--- src/rtl/cmd_frame_pkg.sv ---
// Shared constants for the UART command-frame decoder: command codes,
// FSM state encoding and the fixed ALU operand register addresses.
package cmd_frame_pkg;

  localparam logic [7:0] CMD_RF_WR     = 8'hAA;
  localparam logic [7:0] CMD_RF_RD     = 8'hBB;
  localparam logic [7:0] CMD_ALU_OPS   = 8'hCC;
  localparam logic [7:0] CMD_ALU_NOOPS = 8'hDD;

  localparam int unsigned OPERAND_A_ADDR = 0;
  localparam int unsigned OPERAND_B_ADDR = 1;

  typedef enum logic [2:0] {
    ST_IDLE    = 3'd0,
    ST_WR_ADDR = 3'd1,
    ST_WR_DATA = 3'd2,
    ST_RD_ADDR = 3'd3,
    ST_OP_A    = 3'd4,
    ST_OP_B    = 3'd5,
    ST_ALU_FUN = 3'd6
  } state_t;

endpackage

--- src/rtl/frame_timeout_counter.sv ---
// Inter-byte watchdog: reloads on every accepted in-frame byte, counts down
// to zero and flags expiry; frozen while the decoder is idle.
module frame_timeout_counter #(
  parameter int unsigned TIMEOUT_CYCLES = 1024
) (
  input  logic CLK,
  input  logic RST,
  input  logic load,
  input  logic hold,
  output logic expired
);

  localparam int CW = (TIMEOUT_CYCLES > 2) ? $clog2(TIMEOUT_CYCLES) : 1;
  localparam logic [CW-1:0] RELOAD = CW'(TIMEOUT_CYCLES - 1);
  localparam logic [CW-1:0] ZERO   = {CW{1'b0}};

  logic [CW-1:0] count_r;

  // Down-counter; saturates at zero so expiry stays visible until reload.
  always_ff @(posedge CLK or negedge RST) begin
    if (!RST) begin
      count_r <= ZERO;
    end else if (load) begin
      count_r <= RELOAD;
    end else if (hold) begin
      count_r <= count_r;
    end else if (count_r != ZERO) begin
      count_r <= count_r - CW'(1);
    end else begin
      count_r <= count_r;
    end
  end

  assign expired = (count_r == ZERO);

endmodule

--- src/rtl/cmd_frame_decoder.sv ---
// Byte-stream command decoder: parses RF write/read and ALU frames and issues
// registered single-cycle register-file and ALU strobes.
module cmd_frame_decoder
  import cmd_frame_pkg::*;
#(
  parameter int unsigned DATA_WIDTH     = 8,
  parameter int unsigned ADDR_WIDTH     = 4,
  parameter int unsigned FUN_WIDTH      = 4,
  parameter int unsigned TIMEOUT_CYCLES = 1024
) (
  input  logic                  CLK,
  input  logic                  RST,
  input  logic                  RX_D_VLD,
  input  logic [DATA_WIDTH-1:0] RX_P_DATA,
  output logic [ADDR_WIDTH-1:0] RF_ADDR,
  output logic [DATA_WIDTH-1:0] RF_WR_DATA,
  output logic                  RF_WR_EN,
  output logic                  RF_RD_EN,
  output logic [FUN_WIDTH-1:0]  ALU_FUN,
  output logic                  ALU_EN,
  output logic                  CLK_GATE_EN,
  output logic                  BUSY,
  output logic                  FRAME_ERR
);

  localparam logic [DATA_WIDTH-1:0] CODE_WR     = DATA_WIDTH'(CMD_RF_WR);
  localparam logic [DATA_WIDTH-1:0] CODE_RD     = DATA_WIDTH'(CMD_RF_RD);
  localparam logic [DATA_WIDTH-1:0] CODE_OPS    = DATA_WIDTH'(CMD_ALU_OPS);
  localparam logic [DATA_WIDTH-1:0] CODE_NOOPS  = DATA_WIDTH'(CMD_ALU_NOOPS);
  localparam logic [ADDR_WIDTH-1:0] ADDR_OP_A   = ADDR_WIDTH'(OPERAND_A_ADDR);
  localparam logic [ADDR_WIDTH-1:0] ADDR_OP_B   = ADDR_WIDTH'(OPERAND_B_ADDR);

  state_t state_r;
  state_t state_next;
  logic   bad_cmd_s;
  logic   timeout_s;
  logic   expired_s;
  logic   load_s;
  logic   hold_s;
  logic   alu_start_s;

  // Next-state decode; an arriving byte always takes priority over expiry.
  always_comb begin
    state_next = state_r;
    bad_cmd_s  = 1'b0;
    timeout_s  = 1'b0;
    if (state_r == ST_IDLE) begin
      if (RX_D_VLD) begin
        case (RX_P_DATA)
          CODE_WR:    state_next = ST_WR_ADDR;
          CODE_RD:    state_next = ST_RD_ADDR;
          CODE_OPS:   state_next = ST_OP_A;
          CODE_NOOPS: state_next = ST_ALU_FUN;
          default:    bad_cmd_s  = 1'b1;
        endcase
      end else begin
        state_next = ST_IDLE;
      end
    end else if (RX_D_VLD) begin
      case (state_r)
        ST_WR_ADDR: state_next = ST_WR_DATA;
        ST_OP_A:    state_next = ST_OP_B;
        ST_OP_B:    state_next = ST_ALU_FUN;
        // WR_DATA, RD_ADDR and ALU_FUN consume the frame's last byte.
        default:    state_next = ST_IDLE;
      endcase
    end else if (expired_s) begin
      state_next = ST_IDLE;
      timeout_s  = 1'b1;
    end else begin
      state_next = state_r;
    end
  end

  assign load_s      = RX_D_VLD && (state_next != ST_IDLE);
  assign hold_s      = (state_r == ST_IDLE) && !load_s;
  assign alu_start_s = RX_D_VLD && (state_r == ST_ALU_FUN);

  frame_timeout_counter #(
    .TIMEOUT_CYCLES (TIMEOUT_CYCLES)
  ) u_timeout (
    .CLK     (CLK),
    .RST     (RST),
    .load    (load_s),
    .hold    (hold_s),
    .expired (expired_s)
  );

  // State register and all registered outputs.
  always_ff @(posedge CLK or negedge RST) begin
    if (!RST) begin
      state_r     <= ST_IDLE;
      RF_ADDR     <= {ADDR_WIDTH{1'b0}};
      RF_WR_DATA  <= {DATA_WIDTH{1'b0}};
      RF_WR_EN    <= 1'b0;
      RF_RD_EN    <= 1'b0;
      ALU_FUN     <= {FUN_WIDTH{1'b0}};
      ALU_EN      <= 1'b0;
      CLK_GATE_EN <= 1'b0;
      BUSY        <= 1'b0;
      FRAME_ERR   <= 1'b0;
    end else begin
      state_r   <= state_next;
      RF_WR_EN  <= 1'b0;
      RF_RD_EN  <= 1'b0;
      ALU_EN    <= 1'b0;
      FRAME_ERR <= bad_cmd_s | timeout_s;
      BUSY      <= (state_next != ST_IDLE);
      // Gate stays open while in ALU_FUN, during ALU_EN and one cycle after.
      CLK_GATE_EN <= (state_next == ST_ALU_FUN) | alu_start_s | ALU_EN;
      if (RX_D_VLD) begin
        case (state_r)
          ST_WR_ADDR: RF_ADDR <= RX_P_DATA[ADDR_WIDTH-1:0];
          ST_WR_DATA: begin
            RF_WR_DATA <= RX_P_DATA;
            RF_WR_EN   <= 1'b1;
          end
          ST_RD_ADDR: begin
            RF_ADDR  <= RX_P_DATA[ADDR_WIDTH-1:0];
            RF_RD_EN <= 1'b1;
          end
          ST_OP_A: begin
            RF_ADDR    <= ADDR_OP_A;
            RF_WR_DATA <= RX_P_DATA;
            RF_WR_EN   <= 1'b1;
          end
          ST_OP_B: begin
            RF_ADDR    <= ADDR_OP_B;
            RF_WR_DATA <= RX_P_DATA;
            RF_WR_EN   <= 1'b1;
          end
          ST_ALU_FUN: begin
            ALU_FUN <= RX_P_DATA[FUN_WIDTH-1:0];
            ALU_EN  <= 1'b1;
          end
          default: RF_WR_EN <= 1'b0;
        endcase
      end
    end
  end

endmodule
--- config.mk ---
export PLATFORM = sky130hd
export DESIGN_NAME = cmd_frame_decoder
export DESIGN_NICKNAME = d
export VERILOG_FILES = /design/src/rtl/cmd_frame_pkg.sv /design/src/rtl/frame_timeout_counter.sv /design/src/rtl/cmd_frame_decoder.sv
export SDC_FILE = /design/constraint.sdc
export NUM_CORES = 1
export LEC_CHECK = 0
export ABC_AREA = 1
export BUFFER_PORTS_ARGS = -buffer_cell sky130_fd_sc_hd__buf_2
export CORE_MARGIN = 8
export CORE_UTILIZATION = 55
export DETAILED_ROUTE_END_ITERATION = 10
export PLACE_DENSITY_LB_ADDON = 0.12
export SYNTH_ARGS = -nofsm -noshare
export SYNTH_HDL_FRONTEND = slang
export SYNTH_SLANG_ARGS = --single-unit
--- constraint.sdc ---
create_clock -name CLK -period 3.1 [get_ports CLK]
set_input_delay 0.155 -clock CLK [delete_from_list [all_inputs] [get_ports CLK]]
set_output_delay 0.155 -clock CLK [all_outputs]
set_load 0.1 [all_outputs]
**Yosys cells after proc, flatten, opt, wreduce, memory -nomap -nowiden**

Index checks and enable logic that the tools add are counted.

- Memory bits (read-only): 0
- RAM bits: 0
- Output and inout port bits: 22
- Register bits after elaboration: 35
- Memories kept: 0
- Input bits: 11
- Word-level logic and storage cells: 66
- Latch bits: 0

- Div/mod/pow operators: 0
- Reduce and logical (&&, ||, !) cells: 17
- $add $sub $neg: 1
- $mul: 0
- Bitwise logic cells: 3
- $lt $le $gt $ge: 0
- Mux-type cells: 22
- Shifts and indexed selects: 0
- Equal/unequal tests: 12

Operator list:

| kind | count |
|---|---|
| 8-bit equality test, second input constant | 4 |
| 10-bit 2-to-1 mux | 3 |
| 3-bit equality test, second input constant | 4 |
| 1-bit 2-to-1 mux | 12 |
| 3-bit 2-to-1 mux | 4 |
| 3-bit case mux with 4 select lines | 1 |
| 4-bit case mux with 3 select lines | 1 |
| 10-bit logical NOT | 1 |
| 10-bit nonzero test | 1 |
| 10-bit by 1-bit subtractor with 10-bit output, second input constant | 1 |
| 3-bit case mux with 3 select lines | 1 |
| 2-bit AND reduction | 4 |
| 3-bit by 2-bit equality test with 1-bit output, second input constant | 2 |
| 3-bit nonzero test | 2 |
| 4-bit OR reduction | 1 |
| 3-bit by 1-bit equality test with 1-bit output, second input constant | 1 |
| 1-bit logical AND | 3 |
| 3-bit logical NOT | 1 |
| 1-bit OR | 3 |
| 3-bit OR reduction | 1 |
| 2-bit != test, second input constant | 1 |
| 2-bit nonzero test | 1 |
| 2-bit OR reduction | 1 |
| 1-bit logical NOT | 1 |

**Logic depth before layout (Yosys ltp)**

Gate-level depths: netlist of the first run.

- Depth in word-level cells: 10
- Depth in mapped cells: 11
- Gate-level depth less buffers: 11

**Modules after synthesis**

From an unflattened synthesis of the first run, not the netlist that was laid out.

- Cells, all modules: 217
- Area total of the unflattened synthesis: 1809.2 um2

Modules (own cells, without submodules):

| module | instances | area each (um2) | cells an instance | sequential area each (um2) |
|---|---|---|---|---|
| cmd_frame_decoder | 1 | 1147.4 | 119 | 625.6 |
| frame_timeout_counter | 1 | 661.9 | 98 | 250.2 |

**Least setup slack after synthesis of the first run**

Ideal clock, no wire load.

- Path type: reg-to-reg
- From: register u_timeout.count_r[0]
- To: register u_timeout.count_r[4]
- Arrival time: 1.419 ns
- Path buffers: 0
- Stages on the path, launching flop included: 12
- Setup slack: 1.560 ns
- Setup time: 0.121 ns
- Clock period less this slack: 1.540 ns
- Data required time: 2.979 ns
- Cell sequence: dfrtp_1 > inv_1 > ha_1 > nand2_2 > nor2_4 > nand2_4 > nand3_2 > nand2_1 > nor2_4 > nand2_4 > nand2_8 > nand2_2

- Word-level cells in the longest chain between the ends: 10
- Elaborated cells between the ends (all ways): 16
- Classes of those cells: add/sub (1); eq/ne (1); mux (6); reduce/logical (8)

RTL lines:

| what | line | RTL |
|---|---|---|
| from (decl) | frame_timeout_counter.sv:17 | `logic [CW-1:0] count_r;` |
| from (signal assigned) | frame_timeout_counter.sv:26 | `count_r <= count_r;` |
| from (signal assigned) | frame_timeout_counter.sv:28 | `count_r <= count_r - CW'(1);` |
| from (signal assigned) | frame_timeout_counter.sv:30 | `count_r <= count_r;` |
| 10-bit logical NOT | frame_timeout_counter.sv:34 | `assign expired = (count_r == ZERO);` |
| 3-bit 2-to-1 mux | cmd_frame_decoder.sv:67 | `end else if (expired_s) begin` |
| 3-bit 2-to-1 mux | cmd_frame_decoder.sv:59 | `end else if (RX_D_VLD) begin` |
| 3-bit 2-to-1 mux | cmd_frame_decoder.sv:47 | `if (state_r == ST_IDLE) begin` |
| 3-bit nonzero test | cmd_frame_decoder.sv:75 | `assign load_s = RX_D_VLD && (state_next != ST_IDLE);` |
| 1-bit logical AND | cmd_frame_decoder.sv:75 |  |
| 1-bit logical NOT | cmd_frame_decoder.sv:76 | `assign hold_s = (state_r == ST_IDLE) && !load_s;` |
| 1-bit logical AND | cmd_frame_decoder.sv:76 |  |
| 2-bit != test (no line) | -- |  |
| 2-bit AND reduction (no line) | -- |  |

Several ways; a longest one is shown, not always the timed one. The select of a mux whose other input is x is not followed.
A chain may end at the register's enable or synchronous reset.

**Worst setup path after layout of the first run**

- From: register state_r[2]
- To: register RF_WR_DATA[7]

- Word-level cells in the longest chain between the ends: 3
- Elaborated cells between the ends (all ways): 5
- Classes of those cells: eq/ne (3); reduce/logical (2)

RTL lines:

| what | line | RTL |
|---|---|---|
| from (decl) | cmd_frame_decoder.sv:33 | `state_t state_r;` |
| from (signal assigned) | cmd_frame_decoder.sv:103 | `state_r <= state_next;` |
| 3-bit equality test or 3-bit by 2-bit equality test with 1-bit output (tied branches) | cmd_frame_decoder.sv:112 | `case (state_r)` |
| 3-bit OR reduction (no line) (*) | -- |  |
| 2-bit AND reduction (no line) (*) | -- |  |
| to (signal assigned) | cmd_frame_decoder.sv:94 | `RF_WR_DATA <= {DATA_WIDTH{1'b0}};` |
| to (decl) | cmd_frame_decoder.sv:16 | `output logic [DATA_WIDTH-1:0] RF_WR_DATA,` |

Every way passes the cells marked *; elsewhere a longest branch is shown, timed or not.

==> results.md, run 1 <==
* Drt drc at 0
* Slew HR at 49.0%
* Number of distinct library cells after synthesis at 33
* Worst EP required at 3.33 ns
* Final hold vios at 0
* DRT Pass-1 Iters at 4
* Number of H-tree levels at 2
* Clk_skew at 0.0116 ns
* Final min period at 1.77 ns
* CP Max Fanout at 14
* Clock-pin slew on the worst setup and hold paths at about 0.12 ns
* Final worst-path cycle share at 57.0%
* Setup TNS at 0 ns
* Mapped Cells at 203
* Grt total ovfl at 0
* FF+latch area at 876 um^2
* Total power draw at around 2200 uW
* Io pins at 33
* Die width at 73.0 um
* Reg2reg start: state_r[2]
* Nets@finish at approximately 250
* WL/cell at approximately 13 um
* Area of the multi-input gates at 801 um^2
* Max_cap viols at 0
* Number of global-route vias before repair at between 1000 and 1500
* Die Y at 73.0 um
* Yosys warnings at 0
* First-pass GRT wire length at between 6 and 7 mm
* Unrepaired setup endpoints after global routing: false
* Sink Count at 35
* Clk_lat worst skew at approximately 0.35 ns
* Clock Tree Root: clkbuf_4
* Initial core utilization at approximately three fifths
* Layout area overhead at 16.5%
* Post-CTS Resized at 0
* Postcts setup bufs at 0
* CTS max path bufs at 2
* Post-synth EDFFs at 0
* Share of the synthesized area in the top cell type at between 40 and 50%
* CTS Buf Count at 5
* Post-Route WL at between 3 and 4 mm
* Synthesized Nets at 215
* Fin. max-slew vios at 0
* I/O Buffers at 32
* Reg2reg setup slack at ~1.3 ns
* Fmax at 0.566 GHz
* Outcome: finished clean
* Fraction of synthesis flops using an asynchronous set or reset pin at 100%
* Final ANT Viol Nets at 0
* Worst EP arrival at 2.00 ns
* Worst Setup End Kind: flip-flop
* DR vias/cell at 4.85
* PwrDens at 1050 nW/um^2
* Via count at 1388
* Hold_buf cts at 1
* Hold endpoint: RF_WR_DATA[7]
* Die area at 5330 um^2
* Layout Utilization at 67.6%
* Worst VDD drop at 0.844 mV
* Post-synth top cells: 35 x dfrtp_1, 35 x nand2_1, 25 x nor2_1
* Ys flop type: dfrtp_1
* Worst min-delay path startpoint: RX_P_DATA[7]
* Largest net degree at the start of global routing at 36
* DRT iter0 DRCs at 95
* Core area at ~3100 um^2
* Initial antenna violation count at 0
* Worst Max-Slew Pin Slew at 0.765 ns
* #FFs+latches synth at 35
* Post-synthesis sequential area ratio at around half
* Setup violators final at 0
* Cell Area, Synth at 1790 um^2
* Share of cells above drive strength 1 at just over 30%
* Synth area leader: dfrtp_1
* GPL Wtd Cong at 0.933
* Largest cells by area after synthesis: dfrtp_1 49%, nand2_1 7.4%, nor2_1 5.3%
* Filler instances at 262
* TritonCTS clock tree: yes
* Ant diodes at 0
* CP startpoint kind: flip-flop
* FF-to-FF path depth at 4
* CP Class: flip-flop to flip-flop
* Worst hold path class: primary input to flip-flop
* Leakage at 0.00107 uW
* Row Count at 20
* Total track usage at 15.7%
* Worst hold stages at 2
* Syn_area_per_cell at 8.80 um^2
* Reg2reg end: RF_WR_DATA[7]
* Detailed Place HPWL at 2.82 mm
## routing by layer
layer	global-route usage, %	vias to the layer above	share of wire [%]
li1	-	714	-
met1	19.5	632	48
met2	24.0	36	45
met3	5.63	6	6.1
met4	6.44	0	1.2
met5	0	-	0
## through the flow
| step | area, um^2 | hold slack [ns] | setup WS (ns) | instances |
|---|---|---|---|---|
| 2_1_floorplan | 1790 | -0.141 | 1.56 | 203 |
| 3_3_place_gp | 1990 | 0.259 | 1.40 | 277 |
| 3_5_place_dp | 1990 | 0.286 | 1.37 | 277 |
| 4_1_cts | 2080 | 0.0489 | 1.34 | 286 |
| 5_1_grt | 2080 | 0.0632 | 1.19 | 286 |
| 6_report | 2080 | 0.0617 | 1.33 | 286 |
## how the worst max path moves through the flow
stage,from,to,cells after the start
final,state_r[2],RF_WR_DATA[7],4
after global routing,state_r[2],RF_WR_DATA[7],4
after CTS,state_r[2],RF_WR_DATA[7],4
after detailed placement,state_r[2],RF_WR_DATA[7],4
after global placement,state_r[2],RF_WR_DATA[6],4
after floorplan,u_timeout.count_r[0],u_timeout.count_r[4],11
## final cells by class
type	instances	share of cell area [%]
clock inverters	3	2.10
inverters	26	4.69
well taps	44	2.65
repair buffers	33	8.18
multi-input cells	140	38.5
clock buffers	5	1.80
flip-flops and latches	35	42.1
## report_power, final
group	internal [uW]	switching [uW]
clock network	170	162
registers	578	67.9
logic	213	989
total	961	1220
## state kept, by name, summed over array words and instances, names as in the netlist
name and flops:
u_timeout.count_r 10, RF_WR_DATA 8, ALU_FUN 4, RF_ADDR 4, state_r 3, ALU_EN 1, BUSY 1, CLK_GATE_EN 1
FRAME_ERR 1, RF_RD_EN 1, RF_WR_EN 1
## cells by family (layout without fill, tap and decap cells)
| family | after synthesis | in the layout | share of synthesized area, % |
|---|---|---|---|
| AO/OA/AOI/OAI | 17 | 17 | 5.11 |
| XOR/XNOR | 7 | 7 | 3.43 |
| adder cells (fa/ha/maj) | 1 | 1 | 0.700 |
| buffers and inverters | 28 | 67 | 6.16 |
| flip-flops | 35 | 35 | 49.0 |
| multiplexers | 3 | 3 | 1.89 |
| AND/OR/NAND/NOR | 112 | 112 | 33.7 |
## placed cells by master, fill, tap and decap left out, types with 2 or more instances in the layout
cell      synthesis  routed
nor2_1           25      25
o21ai_0           6       6
nand2_4           3       3
buf_2             1      32
mux2_2            3       3
clkbuf_4          0       5
inv_1            23      23
nand2_2          14      14
o21ai_1           2       2
nand3_4           2       2
inv_2             2       2
nor2_4            3       3
nand2_1          35      35
nand3_1          18      18
xor2_1            3       3
xnor2_1           4       4
a21oi_1           6       6
nor2_2            3       3
dfrtp_1          35      35
## worst max-delay path, stage by stage (launching register included)
cell and delay [ns]:
dfrtp_1 0.45, inv_1 0.16, nand3_1 0.11, a21oi_2 0.53, mux2_2 0.40
(Power assumes the default switching activity.)
==> inputs of run 2 (changes only) <==
CORE_UTILIZATION = 54   (was 55)
clock period = 1.7 ns   (was 3.1 ns; I/O delays follow)
==> results.md, run 2 (synthesis results as in run 1) <==
* Clock Tree Root: clkbuf_4
* Io pins at 33
* Drt drc at 0
* Leakage at 0.00110 uW
* Clk_lat worst skew at 0.35 ns
* Placed insts at between 200 and 300
* CTS max path bufs at 2
* Final ANT Viol Nets at 0
* TritonCTS clock tree: yes
* Fmax at 0.620 GHz
* Row Count at 21
* Setup TNS at 0 ns
* DRT Pass-1 Iters at 5
* CTS Buf Count at 5
* DP Area at 2010 um^2
* Ant diodes at 0
* Total track usage at 15.5%
* Clock-pin slew on the worst setup and hold paths at approximately 0.11 ns
* Hold WS at 0.0140 ns
* Most frequent cells in the layout: 35 x dfrtp_1, 35 x nand2_1, 32 x buf_2, 25 x nor2_1, 22 x inv_1
* Core area at 3260 um^2
* Worst hold path class: primary input to flip-flop
* WL/cell at 12.9 um
* Die width at 73.5 um
* CP endpoint: u_timeout.count_r[4]
* Worst Setup End Kind: flip-flop
* GPL Wtd Cong at 0.827
* Initial antenna violation count at 0
* Post-Layout Inst Area at approximately 2200 um^2
* Cell Chain, Critical Path: inv_1 -> ha_4 -> nand2_2 -> nor2_4 -> nand2_4 -> nand2_4 -> nand3_4 -> nor2_4 -> nand2_4 -> nand2_8 -> nand2_2
* DRT iter0 DRCs at 75
* Final worst-path cycle share at a little over nine tenths
* Nets@finish at 260
* First-pass GRT wire length at 6.40 mm
* Largest net degree at the start of global routing at 36
* Final min period at between 1.5 and 2 ns
* Grt total ovfl at 0
* Worst VDD drop at 1.05 mV
* Filler instances at 302
* Final hold vios at 0
* Outcome: finished clean
* CP Class: flip-flop to flip-flop
* Total power draw at a little over 4000 uW
* Slew HR at 67.2%
* Number of global-route vias before repair at 1399
* Worst EP arrival at 1.86 ns
* Share of cells above drive strength 1 at 32.9%
* Die Y at between 70 and 80 um
* Fin. max-slew vios at 0
* Sink Count at 35
* Detailed Place HPWL at 2.81 mm
* Clk_skew at 0.00666 ns
* CP Max Fanout at 10
* I/O Buffers at 32
* Slowest-stage cell, CP: dfrtp_1
* Setup violators final at 0
* Largest register FFs at 10
* DR vias/cell at 4.73
* Worst EP required at 1.94 ns
* Setup crit start: u_timeout.count_r[1]
* Reg2reg end: u_timeout.count_r[4]
* Initial core utilization at 54.8%
* Worst Max-Slew Pin Slew at 0.495 ns
* Post-route insts no fill at 295
* Die area at between 5000 and 6000 um^2
* Layout area overhead at 20.8%
* Post-Route WL at 3.79 mm
* Number of H-tree levels at 2
* Area of the multi-input gates at 818 um^2
* Largest regs: u_timeout.count_r x10, RF_WR_DATA x8
* Reg2reg setup slack at approximately 0.086 ns
* CP dominant cell by count: nand2_4
* Worst min-delay path startpoint: RX_P_DATA[4]
* Max_cap viols at 0
* Reg2reg start: u_timeout.count_r[1]
* CP startpoint kind: flip-flop
* Crit-path max cell delay at between 0.3 and 0.4 ns
* Via count at approximately 1400
* FF-to-FF path depth at 11
* Most flops, register: u_timeout.count_r
* FF+latch area at 876 um^2
* PwrDens at 1870 nW/um^2
## run 2: cell types whose count changed in the layout (fill, tap and decap cells not counted)
cell	delta
inv_2	+1
dlygate4sd3_1	+2
ha_4	+1
nor2_2	-1
ha_1	-1
inv_1	-1
nor2_4	+1
buf_4	+5
## run 2: worst min-delay path by stage
stage / end / slack [ns] / depth (start not counted)
floorplan: ALU_EN / -0.21 / 0
global placement: RF_WR_DATA[4] / 0.15 / 2
detailed placement: RF_WR_DATA[4] / 0.15 / 2
CTS: RF_WR_DATA[4] / 0.0006 / 2
global route: RF_WR_DATA[5] / 0.005 / 3
finish: RF_WR_DATA[4] / 0.01 / 2
## run 2: what timing repair did
item | CTS | global route
pin swaps | 0 | 2
gates resized for setup | 1 | 3
buffers inserted | 0 | 2
hold buffers | 3 | 0
endpoints found under the setup margin | 1 | 10
endpoints found under the hold margin | 37 | 0
## run 2: per-stage QoR
stage | utilization, % | setup WS (ns)
floorplan | - | 0.160
global placement | 61.8 | 0.0558
detailed placement | 61.8 | 0.0167
CTS | 65.3 | 0.00800
global route | 66.2 | -0.00172
finish | 66.2 | 0.0864
## run 2: area by class of cell
type                       count  share of cell area [%]
sequential                    35                    40.6
multi-input combinational    140                    37.9
timing repair buffer          40                    10.6
inverter                      26                    4.52
tap                           46                    2.67
clock inverter                 3                    2.03
clock buffer                   5                    1.74
## run 2: critical path, delay by kind of cell (launching register included)
family        cells  cell delay [ns]
buf+inv           1             0.12
fa+ha+maj         1             0.16
simple gates      9             0.84
flops             1             0.39
## run 2: power breakdown
part | leakage [uW] | switching [uW] | internal [uW] | total [uW]
sequential | 0.000413 | 131 | 1050 | 1180
combinational | 0.000641 | 1820 | 414 | 2230
clock | 0.0000452 | 305 | 309 | 614
## run 2: routing by layer
layer / track usage [%] / up-vias / share of wire (%)
met1: 18.7 / 629 / 46
met3: 5.05 / 7 / 4.7
li1: - / 731 / -
met2: 24.6 / 28 / 47
met5: 0 / - / 0
met4: 6.65 / 0 / 1.5
==> inputs of run 3 (changes only) <==
HOLD_SLACK_MARGIN = 0.05   (was not set)
==> results.md, run 3 (synthesis results as in run 1) <==
* Outcome: finished clean
* DP Area at 2010 um^2
* CP dominant cell by count: nand2_4
* Cell Chain, Critical Path: inv_1 -> ha_4 -> nand2_2 -> nor2_4 -> nand2_4 -> nand2_4 -> nand3_4 -> nor2_4 -> nand2_4 -> nand2_8 -> nand2_2
* Post-Layout Inst Area at roughly 2200 um^2
* Ant diodes at 0
* Worst hold path class: primary input to flip-flop
* FF+latch area at 876 um^2
* DRT Pass-1 Iters at 4
* WP buf/inv at 1
* Io pins at 33
* First-pass GRT wire length at 6.63 mm
* Max_cap viols at 0
* Post-route insts no fill at 300
* Worst Setup End Kind: flip-flop
* Initial core utilization at a little over half
* Nets@finish at 265
* Clk_skew at 0.00811 ns
* CP startpoint kind: flip-flop
* WL/cell at 13.1 um
* Crit-path max cell delay at 0.39 ns
* Share of cells above drive strength 1 at 32.3%
* Setup violators final at 0
* Most flops, register: u_timeout.count_r
* Die width at 73.5 um
* Largest regs: u_timeout.count_r x10, RF_WR_DATA x8
* Final ANT Viol Nets at 0
* Layout Utilization at 67.8%
* Clk_lat worst skew at 0.35 ns
* Core area at 3260 um^2
* Detailed Place HPWL at 2.81 mm
* Setup TNS at 0 ns
* Global routing's busiest layer: met2
* Delay-heaviest family, CP: simple AND/OR/NAND/NOR gates
* PwrDens at 1830 nW/um^2
* Drt drc at 0
* Most frequent cells in the layout: 35 x dfrtp_1, 35 x nand2_1, 32 x buf_2, 25 x nor2_1, 22 x inv_1
* Fmax at 0.620 GHz
* Layout area overhead at 23.6%
* Die Y at 73.5 um
* Row Count at 21
* CP Max Fanout at 10
* Largest register FFs at 10
* CTS max path bufs at 2
* GRT met2 Usage at between 20% and 30%
* Initial antenna violation count at 0
* Worst Max-Slew Pin Slew at ~0.5 ns
* Grt total ovfl at 0
* Area of the multi-input gates at 818 um^2
* Total track usage at 16.2%
* GPL Wtd Cong at 0.827
* CP Class: flip-flop to flip-flop
* Clock Tree Root: clkbuf_4
* Worst EP required at 1.94 ns
* M3 GR Usage at 5.05%
* CTS Buf Count at 5
* Clock-pin slew on the worst setup and hold paths at approximately 0.12 ns
* Number of H-tree levels at 2
* DRT iter0 DRCs at 71
* Final worst-path cycle share at 94.9%
* Worst EP arrival at 1.86 ns
* Number of global-route vias before repair at 1424
* Via count at approximately 1400
* TritonCTS clock tree: yes
* Slew HR at 67.2%
* Fin. max-slew vios at 0
* Die area at 5410 um^2
* DR vias/cell at 4.70
* I/O Buffers at 32
* Placed insts at around 280
* Final hold vios at 0
* Post-Route WL at ~3.9 mm
* Worst VDD drop at 1.05 mV
* Sink Count at 35
* Final min period at 1.61 ns
* Leakage at between 0.001 and 0.0015 uW
* Filler instances at about 300
* Slowest-stage cell, CP: dfrtp_1
* Largest net degree at the start of global routing at 36
* Met1 usage at a little under a fifth
## run 3: changes by cell type in the layout (fill, tap and decap cells not counted), sizes merged
cell,before,now
dlygate4sd3,3,8
## run 3: timing repair
| action | CTS | global route |
|---|---|---|
| endpoints found under the setup margin | 1 | 10 |
| hold endpoints to repair | 46 | 0 |
| hold buffers | 8 | 0 |
| gates resized for setup | 1 | 3 |
| setup buffers | 0 | 2 |
| pin swaps | 0 | 2 |
## run 3: final timing paths
| path | start | to | slack, ns | cells after the start |
|---|---|---|---|---|
| max | u_timeout.count_r[1] | u_timeout.count_r[4] | 0.09 | 11 |
| min | RX_P_DATA[1] | RF_WR_DATA[1] | 0.11 | 3 |
| max reg2reg | u_timeout.count_r[1] | u_timeout.count_r[4] | 0.09 | 11 |
| min reg2reg | ALU_EN | CLK_GATE_EN | 0.50 | 2 |
| max in group asynchronous | RST | RF_ADDR[0] | 1.09 | 3 |
| min in group asynchronous | RST | RF_WR_DATA[4] | 0.29 | 3 |
## run 3: worst register-to-register path: cells and delay by family, from the launching register on
family	cells	cell delay, ns
and+or+nand+nor	9	0.84
adders and majority gates	1	0.16
DFF	1	0.39
buffers and inverters	1	0.12
## run 3: layout make-up
class | instances | area share, %
Clock buffer | 5 | 1.70
Clock inverter | 3 | 1.98
Inverter | 26 | 4.42
Multi-Input combinational cell | 140 | 37.1
Sequential cell | 35 | 39.7
Tap cell | 46 | 2.61
Timing Repair Buffer | 45 | 12.6
## run 3: layer usage
metal / vias up / part of all wire [%]
met1: 637 / 45
met3: 7 / 4.3
met5: - / 0
li1: 742 / -
met2: 24 / 49
met4: 0 / 1.5
## run 3: power breakdown
part | switching [uW] | internal (uW)
Combinational | 1820 | 422
Clock | 306 | 309
Sequential | 131 | 1050
Total | 2260 | 1790
## run 3: metrics by stage
| step | worst slack, ns | hold WS (ns) | total power (uW) |
|---|---|---|---|
| 6_report | 0.0868 | 0.114 | 4040 |
| 5_1_grt | -0.00172 | 0.108 | 4230 |
| 4_1_cts | 0.00800 | 0.101 | 4050 |
| 3_5_place_dp | 0.0167 | 0.152 | 3420 |
| 3_3_place_gp | 0.0558 | 0.148 | 3400 |
| 2_1_floorplan | 0.160 | -0.211 | 3040 |
